**config.mk**
```make
export PLATFORM = sky130hd
export DESIGN_NAME = pong_match_ctrl_flat
export DESIGN_NICKNAME = d
export VERILOG_FILES = /design/src/rtl/pong_match_ctrl_if.sv /design/src/rtl/pong_match_ctrl.sv /design/src/flat_wrapper.sv
export SDC_FILE = /design/constraint.sdc
export NUM_CORES = 1
export LEC_CHECK = 0
export BUFFER_PORTS_ARGS = -buffer_cell sky130_fd_sc_hd__buf_2
export CAP_MARGIN = 20
export CELL_PAD_IN_SITES_DETAIL_PLACEMENT = 1
export CELL_PAD_IN_SITES_GLOBAL_PLACEMENT = 1
export CORE_MARGIN = 3
export CORE_UTILIZATION = 43
export CTS_CLUSTER_SIZE = 16
export DETAILED_ROUTE_END_ITERATION = 12
export GPL_TIMING_DRIVEN = 0
export PLACE_DENSITY = 0.81
export SLEW_MARGIN = 20
export SYNTH_ARGS = -nofsm -noshare
export SYNTH_HDL_FRONTEND = slang
export SYNTH_SLANG_ARGS = --single-unit
```
**constraint.sdc**
```tcl
create_clock -name clk -period 2.1 [get_ports clk]
set_input_delay 0.315 -clock clk [delete_from_list [all_inputs] [get_ports clk]]
set_output_delay 0.315 -clock clk [all_outputs]
set_load 0.02 [all_outputs]
```
**src/rtl/pong_match_ctrl_if.sv**
```systemverilog
// Signal bundle between pong_match_ctrl and the detection / motion / display blocks.
// pause/paused exist only when PONG_MATCH_PAUSE_EN is defined.
interface pong_match_ctrl_if;
  logic       tick;
  logic       start;
  logic       goal_left;
  logic       goal_right;
  logic       paddle_hit;
  logic       ball_run;
  logic       ball_reset;
  logic       serve_dir;
  logic [6:0] speed;
  logic [3:0] p1_score;
  logic [3:0] p2_score;
  logic [2:0] phase;
  logic       winner;
  logic       game_over;
`ifdef PONG_MATCH_PAUSE_EN
  logic       pause;
  logic       paused;
`endif

  modport slave (
    input  tick, start, goal_left, goal_right, paddle_hit,
    output ball_run, ball_reset, serve_dir, speed, p1_score, p2_score,
           phase, winner, game_over
`ifdef PONG_MATCH_PAUSE_EN
    , input pause, output paused
`endif
  );

  modport master (
    output tick, start, goal_left, goal_right, paddle_hit,
    input  ball_run, ball_reset, serve_dir, speed, p1_score, p2_score,
           phase, winner, game_over
`ifdef PONG_MATCH_PAUSE_EN
    , output pause, input paused
`endif
  );
endinterface

```
**src/rtl/pong_match_ctrl.sv**
```systemverilog
// Match-level sequencer for pong: serve timing, speed, scores, match end.
// Optional pause support is enabled by defining PONG_MATCH_PAUSE_EN.
module pong_match_ctrl #(
  parameter int WIN_SCORE   = 9,
  parameter int SERVE_TICKS = 60,
  parameter int INIT_SPEED  = 2,
  parameter int MAX_SPEED   = 15
) (
  input logic              clk,
  input logic              rst_n,
  pong_match_ctrl_if.slave bus
);

  typedef enum logic [2:0] {
    IDLE  = 3'd0,
    SERVE = 3'd1,
    PLAY  = 3'd2,
    POINT = 3'd3,
    OVER  = 3'd4
  } phase_e;

  phase_e     phase_q;
  logic [7:0] cnt_q;
  logic [6:0] speed_q;
  logic [3:0] p1_q;
  logic [3:0] p2_q;
  logic       serve_dir_q;
  logic       ball_run_q;
  logic       ball_reset_q;
  logic       winner_q;
  logic       game_over_q;

  logic       pause_req;
  logic       paused;
  logic       running;

`ifdef PONG_MATCH_PAUSE_EN
  logic paused_q;

  assign pause_req  = bus.pause && (phase_q == SERVE || phase_q == PLAY);
  assign paused     = paused_q;
  assign bus.paused = paused_q;

  // Only POINT leads to OVER, so clearing there covers entry to OVER.
  always_ff @(posedge clk or negedge rst_n) begin
    if (!rst_n) begin
      paused_q <= 1'b0;
    end else if (pause_req) begin
      paused_q <= ~paused_q;
    end else if (phase_q == POINT) begin
      paused_q <= 1'b0;
    end
  end
`else
  assign pause_req = 1'b0;
  assign paused    = 1'b0;
`endif

  // A pause pulse cycle only toggles the flag; no game event is taken then.
  assign running = !pause_req && !paused;

  always_ff @(posedge clk or negedge rst_n) begin
    if (!rst_n) begin
      phase_q      <= IDLE;
      cnt_q        <= 8'd0;
      speed_q      <= 7'(INIT_SPEED);
      p1_q         <= 4'd0;
      p2_q         <= 4'd0;
      serve_dir_q  <= 1'b1;
      ball_run_q   <= 1'b0;
      ball_reset_q <= 1'b0;
      winner_q     <= 1'b0;
      game_over_q  <= 1'b0;
    end else begin
      ball_reset_q <= 1'b0;
      case (phase_q)
        IDLE, OVER: begin
          if (bus.start) begin
            phase_q      <= SERVE;
            cnt_q        <= 8'(SERVE_TICKS);
            speed_q      <= 7'(INIT_SPEED);
            p1_q         <= 4'd0;
            p2_q         <= 4'd0;
            serve_dir_q  <= 1'b1;
            ball_run_q   <= 1'b0;
            ball_reset_q <= 1'b1;
            winner_q     <= 1'b0;
            game_over_q  <= 1'b0;
          end
        end
        SERVE: begin
          if (running && bus.tick) begin
            cnt_q <= cnt_q - 8'd1;
            if (cnt_q == 8'd1) begin
              phase_q    <= PLAY;
              ball_run_q <= 1'b1;
            end
          end
        end
        PLAY: begin
          if (running) begin
            if (bus.goal_left) begin
              p2_q         <= p2_q + 4'd1;
              serve_dir_q  <= 1'b0;
              phase_q      <= POINT;
              ball_run_q   <= 1'b0;
              ball_reset_q <= 1'b1;
            end else if (bus.goal_right) begin
              p1_q         <= p1_q + 4'd1;
              serve_dir_q  <= 1'b1;
              phase_q      <= POINT;
              ball_run_q   <= 1'b0;
              ball_reset_q <= 1'b1;
            end else if (bus.paddle_hit && speed_q < 7'(MAX_SPEED)) begin
              speed_q <= speed_q + 7'd1;
            end
          end
        end
        POINT: begin
          if (p1_q == 4'(WIN_SCORE) || p2_q == 4'(WIN_SCORE)) begin
            phase_q     <= OVER;
            game_over_q <= 1'b1;
            winner_q    <= (p2_q == 4'(WIN_SCORE));
          end else begin
            phase_q <= SERVE;
            speed_q <= 7'(INIT_SPEED);
            cnt_q   <= 8'(SERVE_TICKS);
          end
        end
        default: phase_q <= IDLE;
      endcase
      // Pausing in PLAY stops the ball; un-pausing restarts it.
      if (pause_req) begin
        ball_run_q <= (phase_q == PLAY) && paused;
      end
    end
  end

  assign bus.ball_run   = ball_run_q;
  assign bus.ball_reset = ball_reset_q;
  assign bus.serve_dir  = serve_dir_q;
  assign bus.speed      = speed_q;
  assign bus.p1_score   = p1_q;
  assign bus.p2_score   = p2_q;
  assign bus.phase      = phase_q;
  assign bus.winner     = winner_q;
  assign bus.game_over  = game_over_q;

endmodule

```
**src/flat_wrapper.sv**
```systemverilog
// flat-port wrapper written by rule: the top's interface ports become plain ports
module pong_match_ctrl_flat 
#(
  parameter int WIN_SCORE   = 9,
  parameter int SERVE_TICKS = 60,
  parameter int INIT_SPEED  = 2,
  parameter int MAX_SPEED   = 15
)
  (clk, rst_n, bus_tick, bus_start, bus_goal_left, bus_goal_right, bus_paddle_hit, bus_ball_run, bus_ball_reset, bus_serve_dir, bus_speed, bus_p1_score, bus_p2_score, bus_phase, bus_winner, bus_game_over);
  pong_match_ctrl_if bus_i ();
  input logic clk;
  input logic rst_n;
  input wire logic [$bits(bus_i.tick)-1:0] bus_tick;
  input wire logic [$bits(bus_i.start)-1:0] bus_start;
  input wire logic [$bits(bus_i.goal_left)-1:0] bus_goal_left;
  input wire logic [$bits(bus_i.goal_right)-1:0] bus_goal_right;
  input wire logic [$bits(bus_i.paddle_hit)-1:0] bus_paddle_hit;
  output wire logic [$bits(bus_i.ball_run)-1:0] bus_ball_run;
  output wire logic [$bits(bus_i.ball_reset)-1:0] bus_ball_reset;
  output wire logic [$bits(bus_i.serve_dir)-1:0] bus_serve_dir;
  output wire logic [$bits(bus_i.speed)-1:0] bus_speed;
  output wire logic [$bits(bus_i.p1_score)-1:0] bus_p1_score;
  output wire logic [$bits(bus_i.p2_score)-1:0] bus_p2_score;
  output wire logic [$bits(bus_i.phase)-1:0] bus_phase;
  output wire logic [$bits(bus_i.winner)-1:0] bus_winner;
  output wire logic [$bits(bus_i.game_over)-1:0] bus_game_over;
  assign bus_i.tick = bus_tick;
  assign bus_i.start = bus_start;
  assign bus_i.goal_left = bus_goal_left;
  assign bus_i.goal_right = bus_goal_right;
  assign bus_i.paddle_hit = bus_paddle_hit;
  assign bus_ball_run = bus_i.ball_run;
  assign bus_ball_reset = bus_i.ball_reset;
  assign bus_serve_dir = bus_i.serve_dir;
  assign bus_speed = bus_i.speed;
  assign bus_p1_score = bus_i.p1_score;
  assign bus_p2_score = bus_i.p2_score;
  assign bus_phase = bus_i.phase;
  assign bus_winner = bus_i.winner;
  assign bus_game_over = bus_i.game_over;
  pong_match_ctrl #(.WIN_SCORE(WIN_SCORE), .SERVE_TICKS(SERVE_TICKS), .INIT_SPEED(INIT_SPEED), .MAX_SPEED(MAX_SPEED)) u_core (.clk(clk), .rst_n(rst_n), .bus(bus_i));
endmodule
```
==> run summary, run 1 <==
The combined flip-flop and latch cell area is 778 µm². The detail-routed net length per standard cell came out at 18.0 µm. The pre-CTS worst setup slack is 0.289 ns. The ratio of final minimum period to clock period is 0.890.

TritonCTS built the clock tree. After the last flow step, the layout net total stands at 226. The first detailed-routing pass ran for 5 iterations.

The final setup violation count came out at 0. The count of final hold-check violations is 0. Once detail routing completed, the nets flagged for antenna violations numbered 0. Of the total synthesized cell area, the portion taken by AND, OR, NAND and NOR gates is 0.261.

The reg-to-reg endpoint is u_core.bus.speed[1]$_DFFE_PN1P_. The die extent in x came out at 69.9 µm. Dividing the detail-routed via count by the number of cells gives 6.01.

After clock tree synthesis, the clock-pin slew on the worst setup and hold paths is roughly 0.07 ns. The summed instance area of the synthesized netlist is roughly 0.0018 mm². The clock network latency to the later pin of the worst-skew pair is 0.28 ns. The final setup skew is 0.00703 ns.

The synthesized-area fraction occupied by adder cells came out at 0.0499. The total wire length after detailed routing is 4700 µm. The die boundary height came out at 69.9 µm. By area the synthesized netlist is led by sky130_fd_sc_hd__dfrtp_1 41%, sky130_fd_sc_hd__ha_1 5.0%, sky130_fd_sc_hd__o21ai_0 4.3%. After the first detailed-routing iteration, the DRC count stood at 120.

The endpoint type of the worst setup path is a flip-flop. The floorplan die area is ~0.005 mm². In this run the tightest slew margin relative to its limit is 0.513. The synthesized design spends more area on one cell type than any other, namely sky130_fd_sc_hd__dfrtp_1. The post-layout minimum cycle time came out at 1.87 ns.

The post-synthesis cell type count came out at 49. The global route total overflow is 0. The via count of the routed design came out at 1,568. Of the synthesized area, sequential elements account for 0.444. Setup repair after global routing left no endpoint under its margin.

sky130_fd_sc_hd__dfrtp_1 is the most common cell in the netlist. The area overhead of the layout relative to synthesis came out at 16.0%. Entering global routing, the biggest net connects 32 pins. The source of the critical timing path is u_core.bus.speed[5]$_DFFE_PN0P_. Gates resized during post-CTS repair numbered 0.

The max-slew violation count came out at 0. The classification of the worst-slack hold path is input pin to asynchronous set/reset pin. The number of antenna violations at the first check in global routing came to 0. Of all flip-flops after synthesis, the portion carrying an async set or reset was 1.00.

The post-route total power is a little over 2 mW. The Yosys step of the flow raised 0 warnings. STA classifies the critical path startpoint as a flip-flop. The number of top-level pins came out at 30. During placement, the flow inserted port buffers numbering 28. The share of synthesized area in the top cell type comes to 0.414. The leakage dissipation came out at 0.940 nW. The number of buffers on the longest clock path came out at 2. The number of global-route vias before repair is between 1,500 and 2,000.

At the worst endpoint, the required time is roughly 2.3 ns. The first global-routing pass estimated 8220 µm of wire. The maximum achievable frequency is 535 MHz. The slew at the pin with the worst max-slew slack came out at 0.723 ns. The peak supply drop is 0.000495 V.

For this run, the leading register cell type out of synthesis is sky130_fd_sc_hd__dfrtp_1. The number of setup buffers added after CTS came out at 0. The synthesized net count is about 190. The worst register-to-register path has a depth of 4. The number of antenna diodes came out at 0. At the worst endpoint, the arrival time is 2.10 ns. The worst hold slack after final layout came out at 0.0702 ns. The post-synthesis compound-gate area fraction was 0.178. The H-tree was split into 2 levels. The detailed-placement wirelength estimate came out at 3380 µm. The smallest setup slack after layout came out at 0.230 ns.

In the final layout, the multi-input gates occupy 915 µm². The root buffer cell chosen for the clock tree is sky130_fd_sc_hd__clkbuf_8. TritonCTS created 5 clock buffers. The startpoint identified for the worst register-to-register timing path is u_core.bus.speed[5]$_DFFE_PN0P_. The fraction of synthesized area in multiplexers is 0.0171.

The setup TNS is 0 ns. By area, the combinational part of the netlist is dominated by simple AND/OR/NAND/NOR gates. The global-route usage over all layers came out at 0.212. The area inside the core boundary is 0.00380 mm². Power spread over the standard cell area amounts to slightly below 1000 mW/mm². The initial core utilization is 0.462. After detailed routing, the number of remaining DRC violations is 0.

The congestion estimate from routability-driven global placement came to 0.852. The number of fill cells in the layout came out at 457. In the synthesized netlist, the cells that appear most often are 29 x sky130_fd_sc_hd__dfrtp_1, 15 x sky130_fd_sc_hd__o21ai_0, 14 x sky130_fd_sc_hd__nand3_1. The number of standard cells after synthesis came out at approximately 180. The max capacitance violation total is 0. The number of rows created at floorplan is 22. The register-to-register setup slack is ~0.23 ns. The critical-path maximum fanout came out at 4.

A synthesized cell averages ~10 µm². Of the cells placed in the final design, the portion with a size suffix greater than 1 is 0.254. The number of flip-flops and latches in the synthesized netlist came out at 31.

The XOR/XNOR share of the synthesized area is 0.0150. The number of buffers added to fix hold violations after cts is 0. The clock sink count is 31. The synthesized design contains 0 enable-type register cells. The type of the worst setup path is flip-flop to flip-flop. The run finished with clean final reports.
-- placed cells by master (no fill, tap or decap), types with 3 or more instances in the layout --
cell type                  Yosys  layout
sky130_fd_sc_hd__a21o_1        3       3
sky130_fd_sc_hd__a21oi_1       7       7
sky130_fd_sc_hd__buf_2         4      32
sky130_fd_sc_hd__clkbuf_8      0       5
sky130_fd_sc_hd__dfrtp_1      29      29
sky130_fd_sc_hd__ha_1          7       7
sky130_fd_sc_hd__inv_1         6       6
sky130_fd_sc_hd__mux2i_1       3       3
sky130_fd_sc_hd__nand2_1       6       6
sky130_fd_sc_hd__nand3_1      14      14
sky130_fd_sc_hd__nand3b_1      6       6
sky130_fd_sc_hd__nor2_1       13      13
sky130_fd_sc_hd__nor3_1        7       7
sky130_fd_sc_hd__nor4_1        3       3
sky130_fd_sc_hd__o21a_1        3       3
sky130_fd_sc_hd__o21ai_0      15      15
sky130_fd_sc_hd__o22ai_1       3       3
sky130_fd_sc_hd__o31ai_1       4       4
-- metal layers --
metal	global-route usage	routed length (µm)	share of wire
met5	0	0	0
met4	0.0702	79	0.017
met3	0.0547	210	0.045
met2	0.341	2330	0.50
met1	0.279	2080	0.44
-- state kept, by name, summed over array words and instances (netlist names) --
signal and count:
u_core.bus.ball_reset 1, u_core.bus.ball_run 1, u_core.bus.game_over 1, u_core.bus.p1_score 4
u_core.bus.p2_score 4, u_core.bus.phase 3, u_core.bus.serve_dir 1, u_core.bus.speed 7
u_core.bus.winner 1, u_core.cnt_q 8
-- worst max-delay path, stage by stage, from the launching register on --
cell and delay (ns):
sky130_fd_sc_hd__dfrtp_1 0.42, sky130_fd_sc_hd__nor4_1 0.65, sky130_fd_sc_hd__nand3_1 0.24, sky130_fd_sc_hd__a211oi_2 0.33, sky130_fd_sc_hd__o22a_1 0.18
-- cell families after synthesis --
family | after synthesis
buf+inv | 12
fa+ha+maj | 7
compound gates | 47
mux | 3
simple gates | 74
flops | 31
xor+xnor | 3
-- worst max-delay path by stage --
stage | slack [ns] | to | cells past startpoint
2_1_floorplan | 0.43 | u_core.cnt_q[6]$_DFFE_PN0P_ | 6
3_3_place_gp | 0.34 | u_core.bus.speed[6]$_DFFE_PN0P_ | 6
3_5_place_dp | 0.29 | u_core.cnt_q[6]$_DFFE_PN0P_ | 6
4_1_cts | 0.26 | u_core.bus.speed[1]$_DFFE_PN1P_ | 4
5_1_grt | 0.13 | u_core.bus.speed[6]$_DFFE_PN0P_ | 6
6_report | 0.23 | u_core.bus.speed[1]$_DFFE_PN1P_ | 4
-- through the flow --
step | util | instances | cell area [µm²]
global placement | 0.514 | 253 | 1950
floorplan | - | 177 | 1750
finish | 0.536 | 261 | 2040
global route | 0.536 | 261 | 2040
CTS | 0.536 | 261 | 2040
detailed placement | 0.514 | 253 | 1950
-- final cells by class --
| class | instances | share of cell area |
|---|---|---|
| Sequential cell | 31 | 0.382 |
| Tap cell | 48 | 0.0295 |
| Inverter | 6 | 0.0111 |
| Clock buffer | 7 | 0.0375 |
| Clock inverter | 1 | 0.00246 |
| Buffer | 6 | 0.0191 |
| Timing Repair Buffer | 28 | 0.0688 |
| Multi-Input combinational cell | 134 | 0.449 |
-- power by group --
part / switching, mW / internal (mW) / total, mW
registers: 0.149 / 0.706 / 0.856
logic: 0.426 / 0.286 / 0.713
clock network: 0.220 / 0.232 / 0.453
No activity file was read; power rests on OpenSTA's default activity.
==> run 2: changes to the inputs <==
BUFFER_PORTS_ARGS = default   (was -buffer_cell sky130_fd_sc_hd__buf_2)
CORE_UTILIZATION = 48   (was 43)
DONT_BUFFER_PORTS = 1   (was default)
PLACE_DENSITY = 0.8   (was 0.81)
==> run summary, run 2 (synthesis gave the netlist of run 1 again) <==
The run finished with clean final reports. The number of antenna violations at the first check in global routing is 0. The area overhead of the layout relative to synthesis is 9.13%.

The critical path data required time came out at 2.31 ns. Of the total power, the share spent switching nets is 0.398. The max capacitance violation total is 0. TritonCTS built the clock tree. The cell area after placement came out at between 0.0015 and 0.002 mm². Data on the critical path arrives at its endpoint at 2.17 ns. The peak supply drop is around 0.00053 V.

In the final layout, the share of cells above drive strength 1 is 0.155. The start of the worst register-to-register path is u_core.bus.speed[5]$_DFFE_PN0P_. The met3 wire length came out at 279 µm. The number of cells traversed by the worst register-to-register path came out at 4. In the finished design, the share of the clock period the worst path needs comes to 0.936.

The initial core utilization is 0.514. STA classifies the critical path endpoint as a flip-flop. The uppermost signal routing layer after detailed routing is met4.

The max-slew violation count is 0. The type of the worst setup path is flip-flop to flip-flop. The number of port buffers is 0. Leaving out fill and tap cells, the most frequent cell in the layout is sky130_fd_sc_hd__dfrtp_1. After detailed routing, the number of vias per cell comes to 6.27. The number of setup buffers added after CTS came out at 0.

The total overflow left after global routing is 0. The worst register-to-register path ends at u_core.bus.speed[0]$_DFFE_PN0P_. The region available for standard cell placement spans 0.00342 mm². The relative contribution of sequential cells to total power came out at 0.463. The repair_antennas step left the layout with diodes totalling 0. The floorplan die area came out at approximately 0.0044 mm².

The detail-routed net length per standard cell came out at 19.7 µm. The remaining max-slew budget at the tightest pin is 0.591. The number of DRC markers after the initial detailed-route iteration came out at 109. Clock latency on the worst-skew pair, taken at its later pin, is 0.33 ns. The final design area excluding fillers came out at 0.00191 mm². The total power divided by cell area came out at 1020 mW/mm².

The longest clock path from root to sink contains 2 buffers. The path class of the tightest hold or removal check is input pin to flip-flop. Internal power comes to between 1 and 1.5 mW. Measured along the x axis, the die boundary spans 66.5 µm. The number of rows created at floorplan came out at 21.

Of the total power, combinational logic draws 0.331. After detailed routing, the number of remaining DRC violations is 0. The startpoint of the tightest hold check path is bus_tick.

The register-to-register setup slack came out at 0.13 ns. The count of final hold-check violations came out at 0. In the layout the commonest cells are 29 x sky130_fd_sc_hd__dfrtp_1, 15 x sky130_fd_sc_hd__o21ai_0, 14 x sky130_fd_sc_hd__nand3_1. The final setup skew came out at 0.00296 ns. The root buffer cell chosen for the clock tree is sky130_fd_sc_hd__clkbuf_4. STA classifies the critical path startpoint as a flip-flop.

The die boundary height came out at 66.5 µm. The placer's final routability congestion estimate is 0.824. The number of fill cells in the layout came out at 399. The number of flip-flops under the largest register name is 8. The number of clock buffers added by TritonCTS is 5.

The maximum level of the CTS H-tree came out at 2. The final setup violation count is 0. The global-route usage over all layers came out at 0.233. The clock period could shrink to 1.97 ns.

The via count of the routed design is 1,461. Clock-pin slew was measured on the worst setup and hold paths at about 0.090 ns. The global-route wire length before repair is 7750 µm. Entering global routing, the biggest net connects 32 pins.

The met1 wire length came out at 2010 µm. The number of global-route vias before repair came out at ~1,500. For hold timing, the worst endpoint is u_core.cnt_q[7]$_DFFE_PN0P_. The post-route total power came out at 1.94 mW.

In the final timing run, aggregate negative setup slack is 0 ns. The category of cells accounting for the largest share of critical-path delay is simple AND/OR/NAND/NOR gates. Counting instances, the worst hold path has a depth of 1.

The number of nets in the finished design is 200. 30 I/O pins were placed. Among all stages on the critical path, the largest delay is contributed by sky130_fd_sc_hd__nor4_1. The critical path goes through nor4_1 > nand3_1 > a211oi_2 > mux2i_1. Setup repair after global routing left no endpoint under its margin. For this design, the sink count on the clock tree is 31. The leakage dissipation came out at just over 0.8 nW. The top register by number of flip-flops is u_core.cnt_q. Summed over all layers, the routed wires come to 4600 µm. The slew at the pin with the worst max-slew slack came out at 0.607 ns.

Detailed placement finished with a half-perimeter wire length of 3300 µm. The number of nets with antenna violations after routing is 0. The switching power total came out at 0.774 mW. The delay of the slowest cell on the worst path is 0.60 ns.

The combined buffer and inverter count along the critical path came out at 0. Of the total power, the clock network draws 0.206. Summed over all nets, wire length on met2 after detailed routing comes to 2240 µm. The number of detailed-route iterations in the first pass came out at 4. The maximum achievable frequency came out at 509 MHz.

In this run the worst path has a maximum fanout of 4.
-- run 2: metal layers --
metal,GRT usage,vias up
li1,-,680
met1,0.300,722
met2,0.374,53
met3,0.0590,6
met4,0.0863,0
met5,0,-
-- run 2: worst max path at each step --
stage	from	endpoint	slack, ns	cells after the start
2_1_floorplan	u_core.cnt_q[0]$_DFFE_PN0P_	u_core.cnt_q[6]$_DFFE_PN0P_	0.43	6
4_1_cts	u_core.bus.p2_score[0]$_DFFE_PN0P_	u_core.bus.speed[6]$_DFFE_PN0P_	0.1	5
6_report	u_core.bus.speed[5]$_DFFE_PN0P_	u_core.bus.speed[0]$_DFFE_PN0P_	0.13	4
3_3_place_gp	u_core.bus.p2_score[0]$_DFFE_PN0P_	u_core.bus.speed[3]$_DFFE_PN0P_	0.21	5
3_5_place_dp	u_core.bus.p2_score[0]$_DFFE_PN0P_	u_core.bus.speed[3]$_DFFE_PN0P_	0.12	5
5_1_grt	u_core.bus.speed[5]$_DFFE_PN0P_	u_core.bus.speed[0]$_DFFE_PN0P_	0.01	4
-- run 2: power groups by stage --
stage	Sequential [mW]	Clock [mW]	Combinational (mW)
floorplan	0.862	0	0.484
global placement	0.893	0	0.583
detailed placement	0.906	0	0.627
CTS	0.896	0.411	0.646
global route	0.920	0.447	0.725
finish	0.901	0.401	0.643
-- run 2: what timing repair did --
action	in CTS	in global routing
gates resized for setup	0	1
endpoints found under the setup margin	0	2
hold buffers	2	0
endpoints found under the hold margin	31	0
-- run 2: stage by stage --
stage	utilization	worst slack [ns]	instances	hold slack, ns
6_report	0.560	0.134	233	0.141
5_1_grt	0.560	0.0135	233	0.125
4_1_cts	0.559	0.0986	233	0.136
3_5_place_dp	0.530	0.122	223	0.0201
3_3_place_gp	0.530	0.209	223	0.0201
2_1_floorplan	-	0.427	177	0.0194
-- run 2: layout make-up --
class	count	area, µm²	area share
Timing Repair Buffer	2	30.0	0.0157
Tap cell	46	57.6	0.0301
Multi-Input combinational cell	134	918	0.480
Sequential cell	31	778	0.407
Buffer	6	38.8	0.0203
Inverter	6	22.5	0.0118
Clock buffer	8	68.8	0.0359
